$ cat src/rtl/decoder_2x4_seq.sv
// Buffered 2-to-4 one-hot decoder: codes queue in a small FIFO and a hold-timer FSM
// drives each decoded word for HOLD_CYCLES cycles, back-to-back when codes are waiting.
module decoder_2x4_seq #(
  parameter int unsigned HOLD_CYCLES = 4,
  parameter int unsigned FIFO_DEPTH  = 4
) (
  input  logic                          clk,
  input  logic                          rst_n,
  input  logic                          flush,
  input  logic [1:0]                    in_code,
  input  logic                          in_valid,
  output logic                          in_ready,
  output logic [3:0]                    out,
  output logic                          out_valid,
  output logic                          done,
  output logic [$clog2(FIFO_DEPTH):0]   level
);

  localparam int unsigned PtrW = $clog2(FIFO_DEPTH);
  localparam int unsigned LvlW = PtrW + 1;
  localparam int unsigned CntW = (HOLD_CYCLES > 1) ? $clog2(HOLD_CYCLES) : 1;
  localparam logic [CntW-1:0] CntLoad = CntW'(HOLD_CYCLES - 1);
  localparam logic [LvlW-1:0] LvlFull = LvlW'(FIFO_DEPTH);

  typedef enum logic [0:0] {StIdle, StDrive} state_e;

  state_e          state_q;
  logic [1:0]      mem_q [FIFO_DEPTH];
  logic [PtrW-1:0] wptr_q, rptr_q;
  logic [LvlW-1:0] level_q, level_d;
  logic [CntW-1:0] cnt_q;
  logic [3:0]      out_q;
  logic            out_valid_q, done_q;
  logic            push, pop;
  logic [3:0]      head_onehot;

  always_comb begin
    push        = in_valid && in_ready && !flush;
    // A pop happens from IDLE, or from DRIVE in its last cycle; cnt is always 0 in IDLE.
    pop         = !flush && (level_q != '0) && ((state_q == StIdle) || (cnt_q == '0));
    level_d     = level_q + LvlW'(push) - LvlW'(pop);
    head_onehot = 4'b0001 << mem_q[rptr_q];
  end

  // Storage needs no reset: a slot is only read after it has been written.
  always_ff @(posedge clk) begin
    if (push) begin
      mem_q[wptr_q] <= in_code;
    end
  end

  always_ff @(posedge clk or negedge rst_n) begin
    if (!rst_n) begin
      state_q     <= StIdle;
      wptr_q      <= '0;
      rptr_q      <= '0;
      level_q     <= '0;
      cnt_q       <= '0;
      out_q       <= '0;
      out_valid_q <= 1'b0;
      done_q      <= 1'b0;
    end else if (flush) begin
      state_q     <= StIdle;
      wptr_q      <= '0;
      rptr_q      <= '0;
      level_q     <= '0;
      cnt_q       <= '0;
      out_q       <= '0;
      out_valid_q <= 1'b0;
      done_q      <= 1'b0;
    end else begin
      if (push) begin
        wptr_q <= wptr_q + PtrW'(1);
      end
      if (pop) begin
        rptr_q <= rptr_q + PtrW'(1);
      end
      level_q <= level_d;

      if (pop) begin
        state_q     <= StDrive;
        out_q       <= head_onehot;
        out_valid_q <= 1'b1;
        cnt_q       <= CntLoad;
        done_q      <= (CntLoad == '0);
      end else if (state_q == StDrive) begin
        if (cnt_q != '0) begin
          cnt_q  <= cnt_q - CntW'(1);
          done_q <= (cnt_q == CntW'(1));
        end else begin
          state_q     <= StIdle;
          out_q       <= '0;
          out_valid_q <= 1'b0;
          done_q      <= 1'b0;
        end
      end
    end
  end

  assign in_ready  = (level_q != LvlFull);
  assign out       = out_q;
  assign out_valid = out_valid_q;
  assign done      = done_q;
  assign level     = level_q;

endmodule

$ cat config.mk
export PLATFORM = sky130hd
export DESIGN_NAME = decoder_2x4_seq
export DESIGN_NICKNAME = d
export VERILOG_FILES = /design/src/rtl/decoder_2x4_seq.sv
export SDC_FILE = /design/constraint.sdc
export NUM_CORES = 1
export LEC_CHECK = 0
export BUFFER_PORTS_ARGS = -buffer_cell sky130_fd_sc_hd__buf_2
export CORE_ASPECT_RATIO = 1.25
export CORE_UTILIZATION = 59
export DETAILED_ROUTE_END_ITERATION = 10
export PLACE_DENSITY = 0.82
export SETUP_SLACK_MARGIN = 0.3
export SYNTH_ARGS = -nofsm -noshare
export SYNTH_HDL_FRONTEND = slang
export SYNTH_SLANG_ARGS = --single-unit
$ cat constraint.sdc
create_clock -name clk -period 5.5 [get_ports clk]
set_input_delay 1.1 -clock clk [delete_from_list [all_inputs] [get_ports clk]]
set_output_delay 1.1 -clock clk [all_outputs]
set_load 0.01 [all_outputs]
==> results of run 1 <==
## Yosys cell counts (all sizes together)
master and count:
a21o 2, a21oi 4, a221oi 1, a31oi 1
a32o 2, and2 4, and3b 1, buf 1
clkbuf 1, dfrtp 16, edfxtp 8, fa 1
ha 8, inv 10, mux2i 1, mux4 2
nand2 4, nand3 1, nor2 6, nor2b 2
nor3 3, nor4b 1, o21ai 1, o2bb2ai 2
or3 1, or3b 1, xnor2 3, xor2 1
## power groups by stage
stage          sequential [W]   clock, W  combinational (W)
2_1_floorplan        0.000273          0           0.000165
3_3_place_gp         0.000267          0           0.000222
3_5_place_dp         0.000271          0           0.000233
4_1_cts              0.000267  0.0000791           0.000234
5_1_grt              0.000272  0.0000865           0.000260
6_report             0.000266  0.0000779           0.000232
## per-stage QoR
stage                     cells  cell area (um^2)   util
final                       125              1260  0.708
after floorplan              89              1150      -
after global routing        125              1260  0.708
after CTS                   125              1260  0.708
after global placement      121              1240  0.693
after detailed placement    121              1240  0.693
## per-layer routing
metal  wire [um]  part of all wire  GRT usage  vias to the layer above
met5           0                 0          0                        -
met4          44             0.024      0.129                        0
met3          35             0.019     0.0318                        4
met2        1030              0.55      0.380                       16
met1         758              0.41      0.216                      367
li1            -                 -          -                      338
## worst register-to-register path, delay by kind of cell, from the launching register on
kind,cells,cell delay (ps)
xor gates and xnor gates,1,160
buffers and inverters,3,180
and+or+nand+nor,3,720
DFF,1,390
adders and majority gates,4,1030
## worst max path at each step
| stage | from | endpoint | slack, ps | depth (start not counted) |
|---|---|---|---|---|
| floorplan | flush | level[2] | 2890 | 8 |
| global placement | flush | level[2] | 2590 | 9 |
| detailed placement | flush | level[2] | 2510 | 9 |
| CTS | flush | level[2] | 2860 | 9 |
| global route | cnt_q[0] | level[2] | 2760 | 11 |
| finish | flush | level[2] | 2860 | 9 |
## logic make-up (layout without fill, tap and decap cells)
| group | Yosys count | in the layout | share of synthesized area |
|---|---|---|---|
| xor gates and xnor gates | 4 | 4 | 0.0305 |
| muxes | 3 | 3 | 0.0479 |
| adders and majority gates | 9 | 9 | 0.105 |
| and+or+nand+nor | 24 | 24 | 0.138 |
| buffers and inverters | 12 | 29 | 0.0403 |
| DFF | 24 | 24 | 0.558 |
| AOI/OAI and AO/OA | 13 | 13 | 0.0806 |
## layout make-up
| type | instances | area share |
|---|---|---|
| clock inverter | 1 | 0.00297 |
| timing repair buffer | 15 | 0.0593 |
| sequential | 24 | 0.506 |
| tap | 19 | 0.0188 |
| inverter | 10 | 0.0297 |
| multi-input combinational | 53 | 0.365 |
| clock buffer | 3 | 0.0178 |
## registers in the layout, indices dropped and copies added (netlist names)
name,count
out_valid,1
done,1
level,3
wptr_q,2
state_q,1
rptr_q,2
cnt_q,2
mem_q,8
out,4
==> results.yml, run 1 <==
power:
  clock_power_share: 0.135
  internal_power_w: 0.000359
  netSwitchingFraction: 0.377
  p_sw_w: 0.000217
  powerDensity_mw_per_mm2: 455
  power_w: 0.000575
  ir_drop_mv: 0.289
  seqPwrFrac: 0.462
  p_comb_frac: 0.402
  power.leakage_nw: 0.584
drt:
  drt_iter0_markers: 23
  num_vias: 725
  drt_pass1_iterations: 4
  routed_wl_um: 1870
  vias_per_cell: 5.80
  route.detailed.drc: 0
  drtAntennaViolNets: 0
  wl_per_cell_um: 15.0
sta:
  finalWorstSetupSlack_ps: 2860
  worst_pin_slew_ps: 611
  setup_tns_ps: 0
  slew_headroom: 0.592
  period_share: 0.480
  finalSetupViolCount: 0
  holdWs_ps: 488
  skew_ps: 3.32
  min_period_ps: 2640
  slew_violations: 0
  rsz0062_at_grt: "false"
  max_freq_mhz: 379
  hold_viol: 0
grt:
  antenna_found_initial: 0
  grt-ovfl-total: 0
  grt_first_pass_wirelength_um: 3130
  grt.total_usage: 0.206
  grt_pass1_vias: 744
  grt_max_degree: 17
setup_path:
  cp_top_family: "adder cells"
  path_buf_inv: 3
  cp.required_ps: 5710
  r2r_cells: 11
  r2r_slack_ps: 2920
  slowest_delay_ps: 420
  r2r-end: "level[2]"
  critPathCaptureType: "flop"
  startpoint_type: "input pin"
  crit_path_top_delay_cell: "nor3_2"
  setup.worst_path.class: "in2reg"
  r2r-start: "cnt_q[0]"
  cp_cell_sequence: "buf_2 > nor3_2 > ha_1 > inv_1 > ha_1 > inv_1 > fa_1 > xnor2_1 > nor2_1"
  worst_ep_arrival_time_ps: 2850
  crit_fanout: 15
clock_network:
  cts_tree: "done"
  cts_resized: 0
  worstSkewPairLatency_ps: 310
  cts_made_buffers: 3
  root_buffer: "clkbuf_4"
  clock_path_buffers: 2
  hold_buffers: 0
  cts.sinks: 24
  cts.clk_slew.worst_paths_ps: 130
  h-tree-depth: 1
  cts_setup_buffers: 0
place:
  dp_hpwl_um: 1440
  place_ws_ps: 2510
  io_buffers: 15
  gp_congestion: 0.743
floorplan:
  ios: 16
  start_util: 0.643
  core.rowCount: 17
  dieHeight_um: 51.3
  die_width_um: 41.5
  core_area_mm2: 0.00179
  dieArea_mm2: 0.00213
layout:
  finalNetCount: 122
  layout_commonest_cell: "dfrtp_1"
  area_growth_pct: 10.1
  fill_cells: 132
  layout-drive-gt1-share: 0.245
  seqCellArea_um2: 641
  final_cell_mix: "dfrtp_1, buf_2, inv_1, ha_1, edfxtp_1"
  diodes: 0
  multiInputGateArea_um2: 462
logic_synthesis:
  syn_area_per_cell_um2: 12.9
  yosysTopAreaCellShare: 0.349
  ys_seq_area_frac: 0.558
  syn-num-nets: 104
  ys_warn_count: 0
  yosys-top-cells-area: "dfrtp_1, edfxtp_1, ha_1"
  synthDistinctLibCells: 31
  ys_ff_latch: 24
  syn_inst: 89
  synthesis.area_mm2: 0.00115
  post-synth-top-area-cell: "dfrtp_1"
min_path:
  worstHoldPathType: "reg2reg"
  hold_start: "out_valid"
  min_path_cells: 1
  holdPathEnd: "out_valid"
outcome:
  status: "completed"
job:
  maxCapViolations: 0
No activity file was read; power rests on OpenSTA's default activity.
==> run 2: changes to the inputs <==
--- a/config.mk
+++ b/config.mk
@@ -5,11 +5,12 @@
 export SDC_FILE = /design/constraint.sdc
 export NUM_CORES = 1
 export LEC_CHECK = 0
+export ABC_AREA = 1
 export BUFFER_PORTS_ARGS = -buffer_cell sky130_fd_sc_hd__buf_2
 export CORE_ASPECT_RATIO = 1.25
-export CORE_UTILIZATION = 59
+export CORE_UTILIZATION = 56
 export DETAILED_ROUTE_END_ITERATION = 10
-export PLACE_DENSITY = 0.82
+export PLACE_DENSITY = 0.77
 export SETUP_SLACK_MARGIN = 0.3
 export SYNTH_ARGS = -nofsm -noshare
 export SYNTH_HDL_FRONTEND = slang
==> constraint.sdc (replaced) <==
create_clock -name clk -period 2.45 [get_ports clk]
set_input_delay 0.49 -clock clk [delete_from_list [all_inputs] [get_ports clk]]
set_output_delay 0.49 -clock clk [all_outputs]
set_load 0.01 [all_outputs]
==> run 2 against run 1 <==
Effect of this change:
- final cell count increased by 57%
- clock power grew to 3.7 times the previous value
- die area grew 15%
- via count increased by 37%
- final area up 19%
- critical path depth is 3 higher
- global-route usage rose by 0.27 points
- non-clock buffer count increased by 8
- highest routed layer unchanged
==> results.yml, run 2 <==
place:
  io_buffers: 15
  place_inst: 184
  gp_congestion: 0.846
  dp_hpwl_um: 1670
sta:
  hold_viol: 0
  finalSetupViolCount: 0
  period_share: 0.840
  min_period_ps: 2060
  setup_tns_ps: 0
  slew_violations: 0
  worst_pin_slew_ps: 367
  skew_ps: 7.38
  rsz0062_at_grt: "false"
  slew_headroom: 0.755
  max_freq_mhz: 486
drt:
  route.detailed.drc: 0
  vias_per_cell: 5.06
  drt_pass1_iterations: 4
  drt_iter0_markers: 30
  routed_wl_um: 2340
  drtAntennaViolNets: 0
  wl_per_cell_um: 12.0
  num_vias: 992
logic_synthesis:
  syn_area_per_cell_um2: 8.97
  yosysTopAreaCellShare: 0.317
  synthDistinctLibCells: 23
  ys_ff_latch: 24
  async_flop_share: 0.667
  yosysMostFrequentCell: "nand2_1"
  synthesis.area_mm2: 0.00126
  synth-edff-count: 8
  ys_warn_count: 0
  syn-num-nets: 156
  ys_seq_area_frac: 0.506
  ys.flop_type: "dfrtp_1"
  yosys-top-cells-area: "dfrtp_1, edfxtp_1, nand2_1"
  syn_inst: 141
  post-synth-top-area-cell: "dfrtp_1"
  ys_top_cells_by_count: "nand2_1, inv_1, nand3_1"
layout:
  seqCellArea_um2: 642
  largest_register_ffs: 8
  stdcell_count: 196
  layout_commonest_cell: "nand2_1"
  multiInputGateArea_um2: 548
  area_growth_pct: 19.5
  layout-drive-gt1-share: 0.295
  diodes: 0
  final_cell_mix: "nand2_1, inv_1, nand3_1, dfrtp_1, buf_2"
  fill_cells: 150
  finalNetCount: 182
  regMostFlops: "mem_q"
setup_path:
  cp_top_family: "adder cells"
  path_buf_inv: 5
  setup.worst_path.class: "reg2reg"
  crit_cells: 12
  r2r_cells: 12
  worst_ep_arrival_time_ps: 2270
  startpoint_type: "flop"
  slowest_delay_ps: 510
  cp.required_ps: 2660
  critPathCaptureType: "flop"
  crit_fanout: 5
  crit_path_top_delay_cell: "fa_2"
  cp_cell_sequence: "inv_2 > ha_4 > inv_4 > nand2_4 > nand3_4 > inv_2 > ha_1 > inv_1 > ha_1 > inv_1 > fa_2 > nor2_1"
clock_network:
  hold_buffers: 0
  cts_made_buffers: 3
  root_buffer: "clkbuf_4"
  worstSkewPairLatency_ps: 320
  cts.sinks: 24
  cts_tree: "done"
  cts.clk_slew.worst_paths_ps: 140
  h-tree-depth: 1
  clock_path_buffers: 2
grt:
  grt_first_pass_wirelength_um: 3660
  grt_pass1_vias: 891
  grt_max_degree: 17
  grt-ovfl-total: 0
  grt.total_usage: 0.209
  antenna_found_initial: 0
job:
  maxCapViolations: 0
power:
  powerDensity_mw_per_mm2: 990
  power.leakage_nw: 0.784
  ir_drop_mv: 0.682
floorplan:
  core.rowCount: 18
  dieArea_mm2: 0.00245
  die_width_um: 44.5
  ios: 16
  core_area_mm2: 0.00205
  dieHeight_um: 55.1
  start_util: 0.617
min_path:
  worstHoldPathType: "in2async"
outcome:
  status: "completed"
-- run 2: kinds of logic (layout without fill, tap and decap cells) --
| family | count (synthesis) | after routing | synth area share |
|---|---|---|---|
| AOI/OAI and AO/OA | 8 | 8 | 0.0455 |
| xor gates and xnor gates | 3 | 3 | 0.0208 |
| adders and majority gates | 9 | 9 | 0.0950 |
| and+or+nand+nor | 70 | 70 | 0.248 |
| DFF | 24 | 24 | 0.506 |
| buffers and inverters | 27 | 52 | 0.0841 |
-- run 2: final cells by class --
cell class | instances | share of cell area
flip-flops and latches | 24 | 0.425
multi-input cells | 90 | 0.363
repair buffers | 23 | 0.0894
inverters | 25 | 0.0637
well taps | 30 | 0.0248
clock inverters | 1 | 0.0199
clock buffers | 3 | 0.0149
-- run 2: layer usage --
| layer | part of all wire | wire [um] | track usage | vias to the layer above |
|---|---|---|---|---|
| met4 | 0.014 | 32 | 0.106 | 0 |
| met5 | 0 | 0 | 0 | - |
| met3 | 0.029 | 69 | 0.0195 | 5 |
| li1 | - | - | - | 493 |
| met1 | 0.41 | 960 | 0.237 | 466 |
| met2 | 0.55 | 1280 | 0.390 | 28 |
-- run 2: worst paths after layout --
kind	from	end	slack (ps)
max	cnt_q[0]	level[1]	390
min	rst_n	wptr_q[1]	50
max reg2reg	cnt_q[0]	level[1]	390
min reg2reg	out[2]	out[2]	510
max in group asynchronous	rst_n	level[1]	2110
min in group clk	in_code[1]	mem_q[1][1]	380
-- run 2: through the flow --
step	total power, W	utilization	setup WS (ps)	area, um^2	hold slack [ps]
2_1_floorplan	0.000950	-	331	1260	194
3_3_place_gp	0.00106	0.666	285	1370	416
3_5_place_dp	0.00108	0.666	205	1370	427
4_1_cts	0.00140	0.704	301	1440	69.7
5_1_grt	0.00160	0.737	301	1510	77.1
6_report	0.00150	0.737	393	1510	53.9
-- run 2: report_power, final --
part | switching, W | internal (W) | total (W) | leakage (nW)
logic | 0.000358 | 0.000268 | 0.000627 | 0.471
clock network | 0.000124 | 0.000166 | 0.000290 | 0.0279
registers | 0.0000803 | 0.000500 | 0.000580 | 0.285
total | 0.000563 | 0.000934 | 0.00150 | 0.784
-- run 2: repair_timing --
item                                    CTS  global route
endpoints found under the setup margin    2             2
buffers inserted                          2             6
pin swaps                                 1             4
gates resized for setup                   3             9
==> run 3: changes to the inputs <==
--- a/config.mk
+++ b/config.mk
@@ -5,12 +5,12 @@
 export SDC_FILE = /design/constraint.sdc
 export NUM_CORES = 1
 export LEC_CHECK = 0
-export ABC_AREA = 1
+export ABC_AREA = 0
 export BUFFER_PORTS_ARGS = -buffer_cell sky130_fd_sc_hd__buf_2
 export CORE_ASPECT_RATIO = 1.25
-export CORE_UTILIZATION = 56
+export CORE_UTILIZATION = 49
 export DETAILED_ROUTE_END_ITERATION = 10
-export PLACE_DENSITY = 0.77
+export PLACE_DENSITY = 0.72
 export SETUP_SLACK_MARGIN = 0.3
 export SYNTH_ARGS = -nofsm -noshare
 export SYNTH_HDL_FRONTEND = slang
==> constraint.sdc (replaced) <==
create_clock -name clk -period 1.77 [get_ports clk]
set_input_delay 0.354 -clock clk [delete_from_list [all_inputs] [get_ports clk]]
set_output_delay 0.354 -clock clk [all_outputs]
set_load 0.01 [all_outputs]
==> run 3 against run 2 <==
Effect of this change:
- the run now ends with setup timing left
- setup slack got worse by 740 ps
- die area increased by 3.6%
- non-clock buffer count increased by 13
- critical path type unchanged
- total power increased by 60%
- combinational power increased by 93%
- sequential power increased by 37%
- critical endpoint unchanged
- final cell count decreased by 19%
- first-iteration DRC count decreased by 53%
==> results.yml, run 3 (synthesized netlist as in run 1, its figures left out) <==
clock_network:
  cts.clk_slew.worst_paths_ps: 140
  worstSkewPairLatency_ps: 310
  cts_tree: "done"
  clock_path_buffers: 2
  h-tree-depth: 1
  root_buffer: "clkbuf_4"
  cts.sinks: 24
  cts_made_buffers: 3
setup_path:
  r2r-start: "level[1]"
  worst_ep_arrival_time_ps: 2330
  critical_path.startpoint: "level[1]"
  startpoint_type: "flop"
  r2r-end: "level[1]"
  setup.worst_path.class: "reg2reg"
  r2r_slack_ps: -340
  critPathCaptureType: "flop"
  cp.required_ps: 1990
  crit_fanout: 2
  r2r_cells: 9
  critPathCapture: "level[1]"
grt:
  grt_first_pass_wirelength_um: 3390
  grt.total_usage: 0.189
  grt_max_degree: 17
  antenna_found_initial: 0
  grt-ovfl-total: 0
  grt_pass1_vias: 815
floorplan:
  ios: 16
  dieHeight_um: 56.1
  core_area_mm2: 0.00221
  die_width_um: 45.3
  start_util: 0.520
  dieArea_mm2: 0.00254
  core.rowCount: 19
layout:
  multiInputGateArea_um2: 533
  regMostFlops: "mem_q"
  diodes: 0
  fill_cells: 161
  seqCellArea_um2: 644
  area_growth_pct: 36.7
  final_cell_mix: "buf_2, buf_4, dfrtp_1, edfxtp_1"
  layout-drive-gt1-share: 0.512
  largest_register_ffs: 8
  finalNetCount: 143
sta:
  hold_viol: 0
  slew_headroom: 0.752
  holdWs_ps: 249
  finalSetupViolCount: 3
  worst_pin_slew_ps: 373
  period_share: 1.19
  slew_violations: 0
  setup_tns_ps: -897
  max_freq_mhz: 473
  rsz0062_at_grt: "true"
  min_period_ps: 2110
  skew_ps: 11.3
  finalWorstSetupSlack_ps: -343
drt:
  routed_wl_um: 2040
  num_vias: 780
  route.detailed.drc: 0
  drt_iter0_markers: 14
  drt_pass1_iterations: 2
  drtAntennaViolNets: 0
  vias_per_cell: 4.94
  wl_per_cell_um: 12.9
power:
  power.leakage_nw: 0.726
  ir_drop_mv: 1.28
  powerDensity_mw_per_mm2: 1520
place:
  io_buffers: 15
  gp_congestion: 0.700
  dp_hpwl_um: 1470
min_path:
  worstHoldPathType: "in2reg"
outcome:
  failed_checks: "setup timing"
  status: "finished with violations"
job:
  maxCapViolations: 0
run 3: worst max-delay path: stages, from the launching register on:
cell and delay (ps):
dfrtp_2 430, or3b_4 400, and3b_4 190, inv_2 60, ha_4 190, inv_2 60
ha_4 120, inv_2 30, fa_2 510, nor2_1 40
run 3: per-stage QoR:
step / instances / setup WS, ps / cell area, um^2 / total power (W) / util
6_report: 158 / -343 / 1570 / 0.00239 / 0.710
3_5_place_dp: 146 / -314 / 1390 / 0.00179 / 0.628
3_3_place_gp: 146 / -282 / 1390 / 0.00174 / 0.628
5_1_grt: 158 / -404 / 1570 / 0.00256 / 0.710
4_1_cts: 154 / -328 / 1510 / 0.00228 / 0.684
2_1_floorplan: 89 / -435 / 1190 / 0.00142 / -
run 3: timing repair:
item | 4_1_cts | 5_1_grt
setup endpoints to repair | 19 | 22
setup buffers | 3 | 4
hold buffers | 1 | 0
endpoints found under the hold margin | 16 | 0
resized for setup | 11 | 7
pin swaps | 8 | 6
run 3: worst min path at each step:
stage	to	start	slack, ps	cells past startpoint
after floorplan	cnt_q[0]	rst_n	60	0
after global placement	out[3]	rst_n	290	1
after detailed placement	out[2]	rst_n	290	1
after CTS	mem_q[0][0]	in_code[0]	250	1
after global routing	mem_q[0][0]	in_code[0]	240	1
final	level[1]	flush	250	2
run 3: power by group:
part | switching (W) | internal (W) | total, W
sequential | 0.0000883 | 0.000707 | 0.000795
combinational | 0.000546 | 0.000659 | 0.00121
clock | 0.000162 | 0.000229 | 0.000391
total | 0.000797 | 0.00159 | 0.00239
run 3: area by class of cell:
class | count | area share
Clock buffer | 3 | 0.0143
Clock inverter | 1 | 0.0191
Inverter | 10 | 0.0239
Multi-Input combinational cell | 53 | 0.339
Sequential cell | 24 | 0.410
Tap cell | 31 | 0.0247
Timing Repair Buffer | 36 | 0.168
run 3: metal layers:
metal,vias up,GRT usage,part of all wire
met2,13,0.342,0.55
met5,-,0,0
met4,0,0.0909,0.019
met3,4,0.0195,0.019
li1,386,-,-
met1,377,0.207,0.41
